**src/rtl/ppm_pkg.sv**
```systemverilog
// Shared PPM frame-buffer definitions used by both the receive and transmit buffers.
package ppm_pkg;

  localparam int unsigned FRAME_MAX_BYTES = 16;

  // One-hot state encodings kept as plain constants for legacy compatibility.
  localparam logic [3:0] ST_IDLE       = 4'b0001;
  localparam logic [3:0] ST_RECV_FRAME = 4'b0010;
  localparam logic [3:0] ST_PRESENT    = 4'b0100;
  localparam logic [3:0] ST_FLUSH      = 4'b1000;

  typedef logic [7:0] byte_t;
  typedef logic [3:0] ptr_t;

endpackage

```
**src/rtl/ppm_rx_timeout.sv**
```systemverilog
// Saturating 16-bit idle timer; expired flags the last permitted idle cycle.
module ppm_rx_timeout #(
  parameter int unsigned TIMEOUT_CYCLES = 1024
) (
  input  logic clk,
  input  logic rst_n,
  input  logic clear,
  input  logic enable,
  output logic expired
);

  logic [15:0] count_q;
  logic [15:0] count_d;

  always_comb begin
    count_d = count_q;
    if (clear) begin
      count_d = '0;
    end else if (enable && (count_q != '1)) begin
      count_d = count_q + 16'd1;
    end
  end

  always_ff @(posedge clk or negedge rst_n) begin
    if (!rst_n) begin
      count_q <= '0;
    end else begin
      count_q <= count_d;
    end
  end

  assign expired = ({16'd0, count_q} >= (TIMEOUT_CYCLES - 32'd1));

endmodule

```
**src/rtl/ppm_rx_frame_buffer.sv**
```systemverilog
// Receive frame buffer: collects N payload bytes, then presents them to the user one per accept.
module ppm_rx_frame_buffer
  import ppm_pkg::*;
#(
  parameter int unsigned TIMEOUT_CYCLES = 1024
) (
  input  logic       clk,
  input  logic       rst_n,
  input  logic       sof_detected,
  input  logic [3:0] N,
  input  logic       byte_valid,
  input  logic [7:0] byte_in,
  input  logic       user_rd,
  output logic [7:0] Dout,
  output logic       Dout_valid,
  output logic [3:0] frame_len,
  output logic       frame_done,
  output logic       frame_err
);

  logic [3:0] state_q, state_d;
  ptr_t       wr_ptr_q, wr_ptr_d;
  ptr_t       rd_ptr_q, rd_ptr_d;
  logic [3:0] frame_len_q, frame_len_d;
  byte_t      dout_q, dout_d;
  logic       dout_valid_q, dout_valid_d;
  logic       frame_done_q, frame_done_d;
  byte_t      buffer_q [FRAME_MAX_BYTES];

  logic in_recv;
  logic wr_en;
  logic tmr_clear;
  logic tmr_enable;
  logic tmr_expired;

  assign in_recv    = (state_q == ST_RECV_FRAME);
  assign wr_en      = in_recv && byte_valid;
  assign tmr_clear  = !in_recv || byte_valid;
  assign tmr_enable = in_recv && !byte_valid;

  ppm_rx_timeout #(
    .TIMEOUT_CYCLES(TIMEOUT_CYCLES)
  ) u_timeout (
    .clk    (clk),
    .rst_n  (rst_n),
    .clear  (tmr_clear),
    .enable (tmr_enable),
    .expired(tmr_expired)
  );

  always_comb begin
    state_d      = state_q;
    wr_ptr_d     = wr_ptr_q;
    rd_ptr_d     = rd_ptr_q;
    frame_len_d  = frame_len_q;
    dout_d       = dout_q;
    dout_valid_d = dout_valid_q;
    frame_done_d = 1'b0;
    case (state_q)
      ST_IDLE: begin
        if (sof_detected && (N != 4'd0)) begin
          frame_len_d = N;
          wr_ptr_d    = '0;
          rd_ptr_d    = '0;
          state_d     = ST_RECV_FRAME;
        end
      end
      ST_RECV_FRAME: begin
        if (byte_valid) begin
          wr_ptr_d = wr_ptr_q + 4'd1;
          if (wr_ptr_q == frame_len_q - 4'd1) begin
            state_d      = ST_PRESENT;
            rd_ptr_d     = '0;
            dout_valid_d = 1'b1;
            // Single-byte frames: byte 0 is being written this very cycle.
            dout_d       = (wr_ptr_q == 4'd0) ? byte_in : buffer_q[0];
          end
        end else if (tmr_expired) begin
          state_d = ST_FLUSH;
        end
      end
      ST_PRESENT: begin
        if (user_rd && dout_valid_q) begin
          if (rd_ptr_q == frame_len_q - 4'd1) begin
            state_d      = ST_IDLE;
            dout_d       = '0;
            dout_valid_d = 1'b0;
            frame_done_d = 1'b1;
          end else begin
            rd_ptr_d = rd_ptr_q + 4'd1;
            dout_d   = buffer_q[rd_ptr_q + 4'd1];
          end
        end
      end
      ST_FLUSH: begin
        wr_ptr_d = '0;
        state_d  = ST_IDLE;
      end
      default: begin
        state_d      = ST_IDLE;
        dout_d       = '0;
        dout_valid_d = 1'b0;
      end
    endcase
  end

  always_ff @(posedge clk or negedge rst_n) begin
    if (!rst_n) begin
      state_q      <= ST_IDLE;
      wr_ptr_q     <= '0;
      rd_ptr_q     <= '0;
      frame_len_q  <= '0;
      dout_q       <= '0;
      dout_valid_q <= 1'b0;
      frame_done_q <= 1'b0;
    end else begin
      state_q      <= state_d;
      wr_ptr_q     <= wr_ptr_d;
      rd_ptr_q     <= rd_ptr_d;
      frame_len_q  <= frame_len_d;
      dout_q       <= dout_d;
      dout_valid_q <= dout_valid_d;
      frame_done_q <= frame_done_d;
    end
  end

  // Payload storage is deliberately left unreset; it is only read after being written.
  always_ff @(posedge clk) begin
    if (wr_en) begin
      buffer_q[wr_ptr_q] <= byte_in;
    end
  end

  assign Dout       = dout_q;
  assign Dout_valid = dout_valid_q;
  assign frame_len  = frame_len_q;
  assign frame_done = frame_done_q;
  assign frame_err  = (state_q == ST_FLUSH);

endmodule

```
**config.mk**
```make
export PLATFORM = sky130hd
export DESIGN_NAME = ppm_rx_frame_buffer
export DESIGN_NICKNAME = d
export VERILOG_FILES = /design/src/rtl/ppm_pkg.sv /design/src/rtl/ppm_rx_timeout.sv /design/src/rtl/ppm_rx_frame_buffer.sv
export SDC_FILE = /design/constraint.sdc
export NUM_CORES = 1
export LEC_CHECK = 0
export ABC_AREA = 1
export CORE_ASPECT_RATIO = 1.5
export CORE_UTILIZATION = 60
export CTS_CLUSTER_SIZE = 16
export DETAILED_ROUTE_END_ITERATION = 12
export GPL_TIMING_DRIVEN = 0
export PLACE_DENSITY = 0.79
export SKIP_CTS_REPAIR_TIMING = 1
export SLEW_MARGIN = 20
export SYNTH_ARGS = -nofsm -noshare
export SYNTH_HDL_FRONTEND = slang
export SYNTH_HIERARCHICAL = 1
export SYNTH_SLANG_ARGS = --single-unit
```
**constraint.sdc**
```tcl
create_clock -name clk -period 4.2 [get_ports clk]
set_input_delay 0.63 -clock clk [delete_from_list [all_inputs] [get_ports clk]]
set_output_delay 0.63 -clock clk [all_outputs]
set_load 0.005 [all_outputs]
```
Word level (Yosys, flattened, before mapping) --
Memories as Yosys holds them, arrays and structs flattened. Cells that the tools add are included. Widths: inputs -> output; s select.
Cells by class: bitwise operators 1, reduce and logical (&&, ||, !) cells 20, equality and inequality tests 15, multiplexer cells 33, add/sub/neg operators 4, $lt $le $gt $ge 1
Operator list (number):
- $mux 4 | 12
- $mux 8 | 5
- $pmux 4 s3 | 3
- $mux 16 | 2
- $pmux 8 s3 | 1
- $add 16x1->16 const B | 1
- $ge 16x10->1 const B | 1
- $ne 16x16->1 const B | 1
- $ne 2x2->1 const B | 5
- $reduce_and 5->1 | 2
- $mux 1 | 9
- $add 4x1->4 const B | 2
- $eq 4x4->1 | 2
- $ne 3x2->1 const B | 2
- $reduce_and 6->1 | 1
- $reduce_bool 3->1 | 2
- $logic_and 1x1->1 | 5
- $eq 4x1->1 const B | 1
- $eq 4x2->1 const B | 1
- $eq 4x3->1 const B | 1
- $eq 4x4->1 const B | 1
- $logic_not 4->1 | 1
- $reduce_and 4->1 | 1
- $reduce_bool 4->1 | 1
- 10 further kinds | 11
Storage, ports and cells: output and inout port bits 15, bits in writable memories 128, input bits 17, memories kept 1, flip-flop bits (word level) 42, word-level logic and storage cells 83
Memories:
- buffer_q | words 16, width 8, read ports 2, clocked after Yosys merged registers in 0, write ports 1, line ppm_rx_frame_buffer.sv:28 | byte_t buffer_q [FRAME_MAX_BYTES];

Longest topological paths before layout --
Gate-level depths: netlist (run 1).
depth in word-level cells 5, mapped depth 14, gate-level depth less buffers 13

By module --
The synthesis (run 1) kept the hierarchy.
Modules (own cells, without submodules):
- ppm_rx_frame_buffer | times used 1, area an instance 6887.9 um2, cells an instance 685, sequential area each 4495.6 um2
- ppm_rx_timeout | times used 1, area an instance 1038.5 um2, cells an instance 150, sequential area each 400.4 um2

Worst setup path after synthesis (run 1) --
No wires, ideal clock.
path type flip-flop to flip-flop, from reg state_q[3], to mem buffer_q[0][0] in the netlist's numbering, enable pin, arrival 1.544 ns, path slack 2.286 ns, buffers on the path 1, period minus slack after synthesis 1.914 ns, data required time 3.830 ns, library setup time 0.370 ns, cell stages (with the launch flop) 7, cell sequence dfrtp_1 -> nor2_1 -> nand3_1 -> buf_2 -> nor2_2 -> nand2_1 -> nor2_1
On the way: cells in the longest elaborated chain, start to end 4
RTL lines:
- start, declared | line ppm_rx_frame_buffer.sv:21 | logic [3:0] state_q, state_d;
- start signal, assigned | line ppm_rx_frame_buffer.sv:117 | state_q <= state_d;
- $eq 4x2->1 | line ppm_rx_frame_buffer.sv:36 | assign in_recv = (state_q == ST_RECV_FRAME);
- $logic_and 1x1->1 | line ppm_rx_frame_buffer.sv:37 | assign wr_en = in_recv && byte_valid;
- $mux 1 | line ppm_rx_frame_buffer.sv:129 | if (wr_en) begin
- $mux 1 (implied by the code) | line ppm_rx_frame_buffer.sv:130 | buffer_q[wr_ptr_q] <= byte_in;
- end, declared | line ppm_rx_frame_buffer.sv:28
Every way passes these cells.

Worst setup path after layout (run 1) --
from reg state_q[3], to mem buffer_q[7][1] in the netlist's numbering, enable pin
The elaborated chain is that of the path after synthesis.

==> run summary, run 1 <==
Slowest-stage cell, CP: nor2_1
Seq. cell area: 0.00490 mm²
area leader, netlist: edfxtp_1
RSZ-0062 raised after global routing: no
ANT nets after route: 0
ys async rst share: 24.7%
combinational group share of total power: 32.0%
Internal: 0.00317 W
DRC Markers: 0
part of the power in registers: 39.2%
worst endpoint required time: 4250 ps
Synth area leaders: edfxtp_1 48%, nand2_1 14%, dfrtp_1 13%
CP Launch Type: flop
CP Capture Type: flop
Layout area overhead: 13.5%
Final period util: 62.4%
status: finished clean
DP Wirelength: 13900 µm
Buffers on Ports: 31
Crit Path Max Fanout: 10
total number of vias: 6164
drt wl/cell: 18.7 µm
htree depth: 4
I/O pin cnt: 32
drt pass-1 iters: 7
Die Area: 0.0137 mm²
Fill cells: 947
# setup viols final: 0
Yosys reg bits: 170
post-layout util: 69.4%
crit path to: buffer_q[7][1]
most frequent CP cell: nor2_1
GRT Total Usage: 31.7%
top achievable clock speed: 0.381 GHz
Post-Syn Nets: 859
Worst Reg-to-Reg Cells: 6
cts bufs inserted: 17
Initial DRC Count: 573
number of synthesis warnings: 6
library cells used by synthesis: 32
clk buf depth: 2
Placer Congestion: 0.983
first-pass GRT wire length: 31500 µm
crit path DAT: 2670 ps
dpl ws: 1420 ps
worst setup slack after layout: 1580 ps
die width: 95.8 µm
Avg Cell Area, Syn: 9.49 µm²
Core ar.: 0.0130 mm²
number of global-route vias before repair: 6169
Clk pwr share: 28.8%
EDFF count, synth: 128
clk_lat worst skew: 420 ps
Crit Path Class: reg -> reg
area of the multi-input gates: 0.00264 mm²
initial antenna violation count: 0
Worst VDD drop: 483 µV
remaining global-route overflow: 0
max-slew violations: 0
Total Wirelength: 19800 µm
CP peak stage delay: 660 ps
count leader, synth: nand2_1
Die H: 143 µm
register area share after synthesis: 61.8%
Vias/cell: 5.83
Hold Path Class: in -> async
post-route setup TNS: 0 ps
antenna diode count: 0
Pwr Density: 557 mW/mm²
Layout Skew: 8.70 ps
layout cell share with drive strength beyond 1: 9.57%
most frequently used flop master after synthesis: edfxtp_1
Slew HR: 40.2%
Tmin final: 2620 ps
worst slew pin tran: 894 ps
synth cell count leaders: 298 x nand2_1, 143 x nand3_1, 128 x edfxtp_1, 65 x nor2_1, 43 x inv_1
CTS tree: built
clock-pin slew on the worst setup and hold paths: 70 ps
sw frac: 36.7%
Max Cap Violations: 0
CP startpoint: state_q[3]
row cnt: 51
area share of the largest cell type after synthesis: 48.5%
Post-Synthesis Cell Area: 0.00793 mm²
Worst R2R End: buffer_q[7][1]
NumNets Final: 910
clock sink count: 170
leakage dissipation: 3.70 nW
Sw Pwr: 0.00184 W
largest net degree at the start of global routing: 29
Initial Utilization: 61.2%
R2R Setup Slk: 1580 ps
Root Buffer: clkbuf_16
Post-Syn Instances: 835
final hold vios: 0
worst r2r src: state_q[3]
Critical Path, Cell by Cell: nor2_1, nand3_1, buf_2, nor2_2, nand2_1, nor2_1
area by class of cell:
type | instances | area share [%]
flip-flops and latches | 170 | 54.4
plain buffers | 28 | 2.04
clock buffers | 18 | 4.77
clock inverters | 14 | 1.28
multi-input cells | 582 | 29.4
inverters | 55 | 2.30
well taps | 159 | 2.21
repair buffers | 32 | 3.62
cell families (layout without fill, tap and decap cells):
| kind of cell | count (synthesis) | after routing | share of synthesized area (%) |
|---|---|---|---|
| AO/OA/AOI/OAI | 26 | 26 | 1.75 |
| XOR/XNOR | 11 | 11 | 1.40 |
| adder cells (fa/ha/maj) | 7 | 7 | 1.10 |
| buffers and inverters | 83 | 147 | 4.92 |
| flip-flops | 170 | 170 | 61.8 |
| AND/OR/NAND/NOR | 538 | 538 | 29.0 |
how the worst min path moves through the flow:
stage / endpoint / cells after the start
after floorplan: Dout[0] / 0
after global placement: Dout[2] / 2
after detailed placement: Dout[5] / 2
after CTS: u_timeout/count_q[6] / 1
after global routing: u_timeout/count_q[0] / 1
final: u_timeout/count_q[6] / 1
through the flow:
step,hold WS (ps),area [µm²],cells,power (W)
floorplan,334,7930,835,0.00306
global placement,472,8440,1025,0.00349
detailed placement,465,8450,1026,0.00356
CTS,116,8990,1058,0.00499
global route,126,8990,1058,0.00527
finish,111,8990,1058,0.00501
sequential cells by signal, indices dropped and copies added (netlist names):
| signal | count |
|---|---|
| buffer_q | 128 |
| u_timeout/count_q | 16 |
| Dout | 8 |
| frame_len | 4 |
| rd_ptr_q | 4 |
| state_q | 4 |
| wr_ptr_q | 4 |
| Dout_valid | 1 |
| frame_done | 1 |
cell usage in the layout, fill, tap and decap left out, drive strengths merged, types with 2 or more instances in the layout:
| master | n |
|---|---|
| nand2 | 303 |
| nand3 | 143 |
| edfxtp | 128 |
| nor2 | 74 |
| inv | 59 |
| dfrtp | 41 |
| clkdlybuf4s50 | 30 |
| buf | 26 |
| clkbuf | 22 |
| o21ai | 19 |
| nand4 | 13 |
| xor2 | 10 |
| clkinv | 9 |
| ha | 7 |
| a21oi | 5 |
| nor3 | 2 |
power by group through the flow:
stage          logic (W)  registers (W)  clock network, W
6_report         0.00160        0.00196           0.00144
5_1_grt          0.00178        0.00197           0.00151
4_1_cts          0.00158        0.00196           0.00145
3_5_place_dp     0.00157        0.00200                 0
3_3_place_gp     0.00150        0.00199                 0
2_1_floorplan    0.00108        0.00198                 0
metal layers:
metal  vias up  wire length (µm)  track usage [%]
met5         -                 0                0
met4         0               921             16.8
met3        74              1070             5.32
met2       307             10700             55.7
met1      2897              7090             36.4
li1       2886                 -                -
worst max-delay path, delay by kind of cell, from the launching register on:
kind          cells  cell delay (ps)
buf+inv           1              270
flops             1              390
simple gates      5             1580
(Power assumes the default switching activity.)
==> run 2: changes to the inputs <==
--- a/config.mk
+++ b/config.mk
@@ -7,11 +7,11 @@
 export LEC_CHECK = 0
 export ABC_AREA = 1
 export CORE_ASPECT_RATIO = 1.5
-export CORE_UTILIZATION = 60
+export CORE_UTILIZATION = 55
 export CTS_CLUSTER_SIZE = 16
 export DETAILED_ROUTE_END_ITERATION = 12
 export GPL_TIMING_DRIVEN = 0
-export PLACE_DENSITY = 0.79
+export PLACE_DENSITY = 0.76
 export SKIP_CTS_REPAIR_TIMING = 1
 export SLEW_MARGIN = 20
 export SYNTH_ARGS = -nofsm -noshare
==> constraint.sdc (replaced) <==
create_clock -name clk -period 2.4 [get_ports clk]
set_input_delay 0.36 -clock clk [delete_from_list [all_inputs] [get_ports clk]]
set_output_delay 0.36 -clock clk [all_outputs]
set_load 0.005 [all_outputs]
==> run 2 against run 1 <==
Effect of this change: via count shrank 2.4%; non-clock buffer count grew 1; clock power grew 85%.
==> run summary, run 2 (same netlist as run 1, synthesis figures left out) <==
row cnt: 53 (+3.9%)
most frequent CP cell: nor2_2
Vias/cell: 5.51 (-5.4%)
post-route setup TNS: 0 ps (unchanged)
CP top delay family: simple AND/OR/NAND/NOR gates
RSZ-0062 raised after global routing: yes
ANT nets after route: 0 (unchanged)
drt wl/cell: 17.7 µm (-5.5%)
cts bufs inserted: 17 (unchanged)
layout cell share with drive strength beyond 1: 12.2% (+2.7 points)
Largest register FFs: 128 (unchanged)
Non-Filler Instances: 1092 (+3.2%)
I/O pin cnt: 32 (unchanged)
most common cell after layout, fill and taps aside: nand2_1
largest net degree at the start of global routing: 30 (+3.4%)
clk buf depth: 2 (unchanged)
Die Area: 0.0149 mm² (+8.9%)
Critical Path, Cell by Cell: nor2_1, nand3_1, buf_2, nor2_2, nand2_1, nor2_2
antenna diode count: 0 (unchanged)
clk_lat worst skew: 430 ps (about the same)
die width: 100 µm (+4.4%)
DRC Markers: 0 (unchanged)
status: finished clean
Crit Path Max Fanout: 10 (unchanged)
worst slew pin tran: 762 ps (-132 ps)
Pwr Density: 972 mW/mm² (+75%)
Die H: 149 µm (+4.4%)
clock sink count: 170 (unchanged)
initial antenna violation count: 0 (unchanged)
Top reg by flops: buffer_q
Initial DRC Count: 485 (-15%)
top achievable clock speed: 0.420 GHz (+10%)
Slowest-stage cell, CP: nor2_2
Placer Congestion: 0.919 (-6.6%)
Hold Path Class: in -> async
Buffers on Ports: 31 (unchanged)
Tmin final: 2380 ps (-240 ps)
CP Capture Type: flop
CP Buf/Inv Count: 1 (unchanged)
leakage dissipation: 3.72 nW (+0.72%)
final hold vios: 0 (unchanged)
Worst VDD drop: 777 µV (+61%)
Total Wirelength: 19300 µm (-2.4%)
number of global-route vias before repair: 6122 (-0.76%)
clock-pin slew on the worst setup and hold paths: 70 ps (about the same)
GRT Total Usage: 27.9% (-3.8 points)
placed insts: 1059 (+3.2%)
most frequent cells in the layout: 298 x nand2_1, 142 x nand3_1, 128 x edfxtp_1, 49 x nor2_1, 42 x inv_1
Max Cap Violations: 0 (unchanged)
Crit Path Class: reg -> reg
total number of vias: 6018 (-2.4%)
CP Launch Type: flop
Layout Skew: 7.59 ps (-1.11 ps)
Layout area overhead: 15.4%
remaining global-route overflow: 0 (unchanged)
crit path DAT: 2450 ps (-220 ps)
Fill cells: 1136 (+20%)
Initial Utilization: 56.4% (-4.8 points)
Slew HR: 49.0% (+8.8 points)
drt pass-1 iters: 7 (unchanged)
htree depth: 4 (unchanged)
Root Buffer: clkbuf_16
NumNets Final: 911 (+0.11%)
first-pass GRT wire length: 30900 µm (-1.7%)
Pwr Total: 0.00889 W (+78%)
worst endpoint required time: 2470 ps (-1780 ps)
CTS tree: built
CP peak stage delay: 460 ps (-200 ps)
# setup viols final: 0 (unchanged)
Final period util: 99.2% (+37 points)
Hold Slack: 363 ps (+251 ps)
DP Wirelength: 13400 µm (-4.3%)
Core ar.: 0.0141 mm² (+8.5%)
max-slew violations: 0 (unchanged)
## run 2: changes by cell type in the layout (fill, tap and decap cells not counted), moves of 2 or more
cell        change
clkinvlp_4      +2
nor2_1         -16
nor2_2         +13
buf_1           -2
buf_2           -3
clkbuf_1        -2
clkinv_4        -4
clkbuf_4        +2
nor2_4          +3
clkinv_2        +2
buf_4           +2
clkbuf_2        +2
## run 2: final timing paths
path	from	endpoint	slack, ps	depth (start not counted)
hold / removal	rst_n	u_timeout/count_q[10]	360	2
setup / recovery	state_q[3]	buffer_q[7][0]	20	6
setup reg to reg	state_q[3]	buffer_q[7][0]	20	6
hold reg to reg	Dout[3]	Dout[3]	480	2
max in group asynchronous	rst_n	state_q[0]	1500	3
min in group clk	Dout[3]	Dout[3]	480	2
## run 2: worst reg2reg max path, stage by stage (launching register included)
cell and delay, ps:
dfrtp_1 400, nor2_1 150, nand3_1 190, buf_2 260, nor2_2 260, nand2_1 300, nor2_2 470
## run 2: final cells by class
| cell class | count | area [µm²] | area share, % |
|---|---|---|---|
| multi-input cells | 582 | 2700 | 29.5 |
| repair buffers | 33 | 335 | 3.67 |
| inverters | 55 | 206 | 2.26 |
| flip-flops and latches | 170 | 4900 | 53.6 |
| clock inverters | 15 | 143 | 1.56 |
| clock buffers | 17 | 425 | 4.65 |
| well taps | 192 | 240 | 2.63 |
| plain buffers | 28 | 198 | 2.16 |
## run 2: metrics by stage
stage | instance area (µm²) | setup WS (ps) | util, %
final | 9150 | 18.7 | 65.0
after global routing | 9150 | -152 | 65.0
after CTS | 9060 | -269 | 64.4
after detailed placement | 8490 | -247 | 60.4
after global placement | 8480 | -205 | 60.3
after floorplan | 7930 | 486 | -
## run 2: where the power goes
part / internal (W) / switching (W)
registers: 0.00330 / 0.000132
clock network: 0.00145 / 0.00122
logic: 0.000925 / 0.00187
total: 0.00568 / 0.00322
## run 2: metal layers
metal	vias up	GRT usage (%)	part of all wire, %
met2	246	51.0	53
met1	2817	30.2	37
li1	2896	-	-
met5	-	0	0
met4	0	14.6	4.7
met3	59	5.48	5.8
